[src/rtl/mips_run_controller_pkg.sv]
// Shared types for the MIPS run controller: sequencer states, completion
// reasons and the register-number width.
package mips_run_pkg;

  localparam int REG_W = 5;

  typedef enum logic [1:0] {
    HOLD = 2'd0,
    RUN  = 2'd1,
    DONE = 2'd2
  } state_e;

  typedef enum logic [1:0] {
    NONE     = 2'd0,
    SENTINEL = 2'd1,
    HALT     = 2'd2,
    TIMEOUT  = 2'd3
  } reason_e;

endpackage

[src/rtl/mips_run_controller_if.sv]
// Control/status bundle between the run controller (master) and the core or
// bench side (slave).
interface mips_run_controller_if #(
  parameter int PC_WIDTH  = 32,
  parameter int CNT_WIDTH = 32
);
  import mips_run_pkg::*;

  logic                 restart;
  logic [PC_WIDTH-1:0]  pc;
  logic                 wb_valid;
  logic [REG_W-1:0]     wb_reg;
  logic [31:0]          wb_data;

  logic                 core_reset;
  logic                 running;
  logic                 done;
  reason_e              reason;
  logic                 pass;
  logic [CNT_WIDTH-1:0] cycle_count;
  logic [CNT_WIDTH-1:0] wb_count;

  modport master (
    input  restart, pc, wb_valid, wb_reg, wb_data,
    output core_reset, running, done, reason, pass, cycle_count, wb_count
  );

  modport slave (
    output restart, pc, wb_valid, wb_reg, wb_data,
    input  core_reset, running, done, reason, pass, cycle_count, wb_count
  );

endinterface

[src/rtl/mips_run_controller_sat_counter.sv]
// Up-counter with synchronous clear and enable that sticks at all-ones
// instead of wrapping.
module sat_counter #(
  parameter int WIDTH = 8
) (
  input  logic             clock,
  input  logic             reset_n,
  input  logic             clr,
  input  logic             en,
  output logic [WIDTH-1:0] count
);

  always_ff @(posedge clock or negedge reset_n) begin
    if (!reset_n) begin
      count <= '0;
    end else if (clr) begin
      count <= '0;
    end else if (en && (count != '1)) begin
      count <= count + 1'b1;
    end
  end

endmodule

[src/rtl/mips_run_controller.sv]
// Run sequencer for the pipelined MIPS core: holds the core in reset, then
// runs it until a sentinel write, a stalled PC or the watchdog ends the run.
module mips_run_controller
  import mips_run_pkg::*;
#(
  parameter int               RESET_CYCLES   = 2,
  parameter int               TIMEOUT_CYCLES = 1000,
  parameter int               HALT_REPEAT    = 4,
  parameter int               PC_WIDTH       = 32,
  parameter int               CNT_WIDTH      = 32,
  parameter logic [REG_W-1:0] SENTINEL_REG   = 5'd2,
  parameter logic [31:0]      PASS_VALUE     = 32'h1
) (
  input  logic                  clock,
  input  logic                  reset_n,
  mips_run_controller_if.master bus
);

  localparam logic [7:0]           HOLD_LAST = 8'(RESET_CYCLES - 1);
  localparam logic [7:0]           HALT_LAST = 8'(HALT_REPEAT - 1);
  localparam logic [CNT_WIDTH-1:0] TO_LAST   = CNT_WIDTH'(TIMEOUT_CYCLES - 1);

  state_e               state;
  logic                 core_reset_q, running_q, done_q, pass_q;
  reason_e              reason_q;
  logic [7:0]           hold_cnt, halt_cnt;
  logic [CNT_WIDTH-1:0] cycle_cnt, wb_cnt;
  logic [PC_WIDTH-1:0]  prev_pc;

  logic in_hold, in_run, in_done, do_restart, hold_last, pc_same;
  logic hit_sentinel, hit_halt, hit_timeout, wb_counted;

  always_comb begin
    in_hold      = (state == HOLD);
    in_run       = (state == RUN);
    in_done      = (state == DONE);
    do_restart   = in_done && bus.restart;
    hold_last    = in_hold && (hold_cnt == HOLD_LAST);
    pc_same      = (bus.pc == prev_pc);
    wb_counted   = in_run && bus.wb_valid && (bus.wb_reg != '0);
    hit_sentinel = in_run && bus.wb_valid && (bus.wb_reg == SENTINEL_REG)
                   && (SENTINEL_REG != '0);
    // halt_cnt holds the streak before this cycle, so this is the HALT_REPEAT-th equal PC
    hit_halt     = in_run && pc_same && (halt_cnt == HALT_LAST);
    hit_timeout  = in_run && (TIMEOUT_CYCLES != 0) && (cycle_cnt == TO_LAST);
  end

  sat_counter #(.WIDTH(8)) u_hold_cnt (
    .clock(clock), .reset_n(reset_n),
    .clr(!in_hold || hold_last), .en(in_hold), .count(hold_cnt)
  );

  sat_counter #(.WIDTH(8)) u_halt_cnt (
    .clock(clock), .reset_n(reset_n),
    .clr(!in_run || !pc_same), .en(in_run && pc_same), .count(halt_cnt)
  );

  sat_counter #(.WIDTH(CNT_WIDTH)) u_cycle_cnt (
    .clock(clock), .reset_n(reset_n),
    .clr(do_restart), .en(in_run), .count(cycle_cnt)
  );

  sat_counter #(.WIDTH(CNT_WIDTH)) u_wb_cnt (
    .clock(clock), .reset_n(reset_n),
    .clr(do_restart), .en(wb_counted), .count(wb_cnt)
  );

  // Frozen in DONE so the last PC stays visible to the comparison after restart.
  always_ff @(posedge clock or negedge reset_n) begin
    if (!reset_n) begin
      prev_pc <= '0;
    end else if (!in_done) begin
      prev_pc <= bus.pc;
    end
  end

  always_ff @(posedge clock or negedge reset_n) begin
    if (!reset_n) begin
      state        <= HOLD;
      core_reset_q <= 1'b1;
      running_q    <= 1'b0;
      done_q       <= 1'b0;
      reason_q     <= NONE;
      pass_q       <= 1'b0;
    end else begin
      case (state)
        HOLD: begin
          if (hold_last) begin
            state        <= RUN;
            core_reset_q <= 1'b0;
            running_q    <= 1'b1;
          end
        end
        RUN: begin
          if (hit_sentinel || hit_halt || hit_timeout) begin
            state     <= DONE;
            running_q <= 1'b0;
            done_q    <= 1'b1;
            if (hit_sentinel) begin
              reason_q <= SENTINEL;
              pass_q   <= (bus.wb_data == PASS_VALUE);
            end else if (hit_halt) begin
              reason_q <= HALT;
            end else begin
              reason_q <= TIMEOUT;
            end
          end
        end
        DONE: begin
          if (bus.restart) begin
            state        <= HOLD;
            core_reset_q <= 1'b1;
            done_q       <= 1'b0;
            reason_q     <= NONE;
            pass_q       <= 1'b0;
          end
        end
        default: begin
          state <= HOLD;
        end
      endcase
    end
  end

  assign bus.core_reset  = core_reset_q;
  assign bus.running     = running_q;
  assign bus.done        = done_q;
  assign bus.reason      = reason_q;
  assign bus.pass        = pass_q;
  assign bus.cycle_count = cycle_cnt;
  assign bus.wb_count    = wb_cnt;

endmodule

[src/flat_wrapper.sv]
// flat-port wrapper written by rule: the top's interface ports become plain ports
module mips_run_controller_flat import mips_run_pkg::*;
#(
  parameter int               RESET_CYCLES   = 2,
  parameter int               TIMEOUT_CYCLES = 1000,
  parameter int               HALT_REPEAT    = 4,
  parameter int               PC_WIDTH       = 32,
  parameter int               CNT_WIDTH      = 32,
  parameter logic [REG_W-1:0] SENTINEL_REG   = 5'd2,
  parameter logic [31:0]      PASS_VALUE     = 32'h1
)
  (clock, reset_n, bus_restart, bus_pc, bus_wb_valid, bus_wb_reg, bus_wb_data, bus_core_reset, bus_running, bus_done, bus_reason, bus_pass, bus_cycle_count, bus_wb_count);
  mips_run_controller_if #(.PC_WIDTH(PC_WIDTH), .CNT_WIDTH(CNT_WIDTH)) bus_i ();
  input  logic clock;
  input  logic reset_n;
  input wire logic [$bits(bus_i.restart)-1:0] bus_restart;
  input wire logic [$bits(bus_i.pc)-1:0] bus_pc;
  input wire logic [$bits(bus_i.wb_valid)-1:0] bus_wb_valid;
  input wire logic [$bits(bus_i.wb_reg)-1:0] bus_wb_reg;
  input wire logic [$bits(bus_i.wb_data)-1:0] bus_wb_data;
  output wire logic [$bits(bus_i.core_reset)-1:0] bus_core_reset;
  output wire logic [$bits(bus_i.running)-1:0] bus_running;
  output wire logic [$bits(bus_i.done)-1:0] bus_done;
  output wire logic [$bits(bus_i.reason)-1:0] bus_reason;
  output wire logic [$bits(bus_i.pass)-1:0] bus_pass;
  output wire logic [$bits(bus_i.cycle_count)-1:0] bus_cycle_count;
  output wire logic [$bits(bus_i.wb_count)-1:0] bus_wb_count;
  assign bus_i.restart = bus_restart;
  assign bus_i.pc = bus_pc;
  assign bus_i.wb_valid = bus_wb_valid;
  assign bus_i.wb_reg = bus_wb_reg;
  assign bus_i.wb_data = bus_wb_data;
  assign bus_core_reset = bus_i.core_reset;
  assign bus_running = bus_i.running;
  assign bus_done = bus_i.done;
  assign bus_reason = bus_i.reason;
  assign bus_pass = bus_i.pass;
  assign bus_cycle_count = bus_i.cycle_count;
  assign bus_wb_count = bus_i.wb_count;
  mips_run_controller #(.RESET_CYCLES(RESET_CYCLES), .TIMEOUT_CYCLES(TIMEOUT_CYCLES), .HALT_REPEAT(HALT_REPEAT), .PC_WIDTH(PC_WIDTH), .CNT_WIDTH(CNT_WIDTH), .SENTINEL_REG(SENTINEL_REG), .PASS_VALUE(PASS_VALUE)) u_core (.clock(clock), .reset_n(reset_n), .bus(bus_i));
endmodule
[config.mk]
export PLATFORM = sky130hd
export DESIGN_NAME = mips_run_controller_flat
export DESIGN_NICKNAME = d
export VERILOG_FILES = /design/src/rtl/mips_run_controller_pkg.sv /design/src/rtl/mips_run_controller_if.sv /design/src/rtl/mips_run_controller_sat_counter.sv /design/src/rtl/mips_run_controller.sv /design/src/flat_wrapper.sv
export SDC_FILE = /design/constraint.sdc
export NUM_CORES = 1
export LEC_CHECK = 0
export ABC_AREA = 1
export CAP_MARGIN = 20
export CORE_ASPECT_RATIO = 0.7
export CORE_UTILIZATION = 50
export DETAILED_ROUTE_END_ITERATION = 10
export GPL_ROUTABILITY_DRIVEN = 0
export PLACE_DENSITY = 0.81
export SETUP_SLACK_MARGIN = 0.2
export SLEW_MARGIN = 30
export SYNTH_ARGS = -nofsm -noshare
export SYNTH_HDL_FRONTEND = slang
export SYNTH_SLANG_ARGS = --single-unit
[constraint.sdc]
create_clock -name clock -period 4.1 [get_ports clock]
set_clock_uncertainty 0.1 [all_clocks]
set_input_delay 0.615 -clock clock [delete_from_list [all_inputs] [get_ports clock]]
set_output_delay 0.615 -clock clock [all_outputs]
set_load 0.01 [all_outputs]
==> out/summary.txt <==
RSZ-0062 raised after global routing -> no
Cell Area, Synth -> 0.007441 sq mm
CP Max Fanout -> 53
Worst setup EP type -> flop
Area grow syn2layout -> 29.80%
Share of layout cells above drive strength 1 -> 0.06990
Crit path kind -> flop to flop
Pin count of the biggest net entering global routing -> 75
Reg power frac -> 0.355
Reg area -> 0.003004 sq mm
CP peak stage delay -> 0.85 ns
Yosys Warn Count -> 0
Hold Crit Class -> input pin to async pin
Syn nets -> 1136
I/O Buffers -> 142
Register area share after synthesis -> 0.4037
Critical Path Source Type -> flop
Clk buf depth -> 2
# resized after CTS -> 0
Leakage -> 4.157 nW
DRC -> 0
Wire per inst -> 15.28 um
Worst reg2reg path depth -> 8
CTS tree -> built
Top post-synthesis cells by count -> nand2_1 (320), inv_1 (121), dfrtp_1 (119)
Family with the most delay on the worst path -> simple AND/OR/NAND/NOR gates
Vias in the first global route -> 7114
CTS Buf Count -> 17
Post-route ant nets -> 0
Most repeated cell in the gate-level netlist after synthesis -> nand2_1
Top Ports -> 143
Maximum clock frequency -> 332.0 MHz
Final period util -> 0.7345
Top post-synthesis cells by area -> dfrtp_1 (40%), nand2_1 (16%), inv_1 (6.1%)
Via density -> 5.472
Clk_lat worst skew -> 0.42 ns
Cells after Synth -> 1058
Post-synth ARST share -> 1.000
DP Wirelength -> 15800 um
Total track usage -> 0.2902
Worst path slowest cell -> nand2_2
R2r startpoint -> u_core.state[0]
Area leader, netlist -> dfrtp_1
Endpoints failing setup -> 0
WHS -> 0.1294 ns
Synth Register Bits -> 120
Setup bufs post-CTS -> 0
Status -> complete, no violations
Initial antenna violation count -> 0
DRT Pass-1 Iters -> 5
Yosys top cell area share -> 0.4002
Max IR drop VDD -> 0.2813 mV
Switching power -> 0.001742 W
FF-to-FF End -> u_core.u_cycle_cnt.count[10]
Post-synth EDFFs -> 0
Final Total Pwr -> 0.004764 W
Chip width -> 147.8 um
Rel. slew slack -> 0.3978
Clock share of power -> 0.333
CTS root buf -> clkbuf_16
Worst Max-Slew Pin Slew -> 0.8964 ns
Final wirelength -> 21480 um
Core ar. -> 0.01423 sq mm
Syn avg cell area -> 7.033 sq um
CP Cell Sequence -> nor2_4 > buf_4 > nand2_1 > nand2_2 > nand3_1 > nand2_1 > nand2_1 > nor2_1
Max-Cap Viols -> 0
Cell row count -> 36
Final min period -> 3.012 ns
Die H -> 104.1 um
CTS Hold Bufs -> 0
CP arrival -> 3.26 ns
Clk sinks -> 120
Fin. max-slew vios -> 0
PwrDens -> 493.2 mW/mm^2
Internal power -> 0.003022 W
Die footprint -> 0.01538 sq mm
Combined area of the multi-input logic cells -> 0.003814 sq mm
Fin. Hold Viols -> 0
Max H-tree Level -> 4
First-pass GRT wire length -> 35490 um
CTS clk-pin slew, worst paths -> 0.06 ns
Yosys cell types -> 42
Violation count after the first detailed-route iteration -> 683
Setup TNS -> 0 ns
Finished Layout Cells -> 1406
Inst Count DP -> 1374
Filler cells -> 1190
WP data required -> 4.35 ns
Final core utilization -> 0.6785
Switching part of the total power -> 0.3657
Most used cell, CP -> nand2_1
R2r setup slk -> 1.09 ns
Final Net Count -> 1281
Grt ovf -> 0
Buf/Inv on CP -> 1
Ant diodes -> 0
DR vias -> 7693
Starting Density -> 0.5228
Top FF cell, synth -> dfrtp_1
Combinational power share -> 0.312
through the flow:
step / cell area (sq um) / setup slack (ns)
after floorplan: 7441 / 2.067
after global placement: 9034 / 1.179
after detailed placement: 9034 / 1.126
after CTS: 9654 / 1.165
after global routing: 9658 / 0.9393
final: 9658 / 1.088
sequential cells by signal, summed over array words and instances, names as in the netlist:
register                  flops
u_core.bus.pass               1
u_core.bus.running            1
u_core.bus.core_reset         1
u_core.u_wb_cnt.count        32
u_core.u_cycle_cnt.count     32
u_core.u_halt_cnt.count       8
u_core.bus.reason             2
u_core.state                  2
u_core.u_hold_cnt.count       8
u_core.bus.done               1
u_core.prev_pc               32
metal layers:
layer | track usage | up-vias | part of all wire
met2 | 0.4212 | 392 | 0.42
met3 | 0.05789 | 54 | 0.10
met5 | 0 | - | 0
met1 | 0.4329 | 3513 | 0.46
met4 | 0.08837 | 0 | 0.018
li1 | - | 3734 | -
area by class of cell:
cell class / count / area share
multi-input combinational: 781 / 0.3949
tap: 190 / 0.02461
sequential: 120 / 0.3111
clock inverter: 12 / 0.01801
timing repair buffer: 146 / 0.1517
clock buffer: 20 / 0.04625
inverter: 137 / 0.05350
cell usage in the layout, fill, tap and decap left out, types with 14 or more instances in the layout:
master / n
clkdlybuf4s50_1: 141
inv_1: 121
xor2_1: 25
o21ai_0: 52
nor3_1: 42
nand4_1: 41
inv_2: 15
nor2_1: 109
nor4_1: 20
nand2_1: 320
o21ai_1: 22
nand3_1: 59
o31ai_1: 14
clkbuf_16: 17
dfrtp_1: 119
cells by family (layout without fill, tap and decap cells):
kind of cell | Yosys count | in the layout | share of synthesized area
fa+ha+maj | 5 | 5 | 0.008408
compound gates | 115 | 115 | 0.08744
xor+xnor | 34 | 34 | 0.04002
simple gates | 627 | 627 | 0.3760
flops | 120 | 120 | 0.4037
buf+inv | 157 | 315 | 0.08441
how the worst max path moves through the flow:
| stage | start | end | slack (ns) | cells past startpoint |
|---|---|---|---|---|
| after floorplan | u_core.u_cycle_cnt.count[0] | u_core.u_cycle_cnt.count[17] | 2.07 | 12 |
| after global placement | bus_restart | u_core.u_cycle_cnt.count[10] | 1.18 | 7 |
| after detailed placement | bus_restart | u_core.u_cycle_cnt.count[10] | 1.13 | 7 |
| after CTS | u_core.state[0] | u_core.u_cycle_cnt.count[10] | 1.16 | 8 |
| after global routing | u_core.state[0] | u_core.u_cycle_cnt.count[14] | 0.94 | 7 |
| final | u_core.state[0] | u_core.u_cycle_cnt.count[10] | 1.09 | 8 |
power by group through the flow:
| stage | sequential, W | combinational, W | clock [W] |
|---|---|---|---|
| CTS | 0.00168 | 0.00147 | 0.00159 |
| global route | 0.00172 | 0.00165 | 0.00164 |
| global placement | 0.00169 | 0.00142 | 0 |
| finish | 0.00169 | 0.00149 | 0.00159 |
| detailed placement | 0.00170 | 0.00145 | 0 |
| floorplan | 0.00168 | 0.000903 | 0 |
Note: power is estimated with default switching activity, not from simulation.
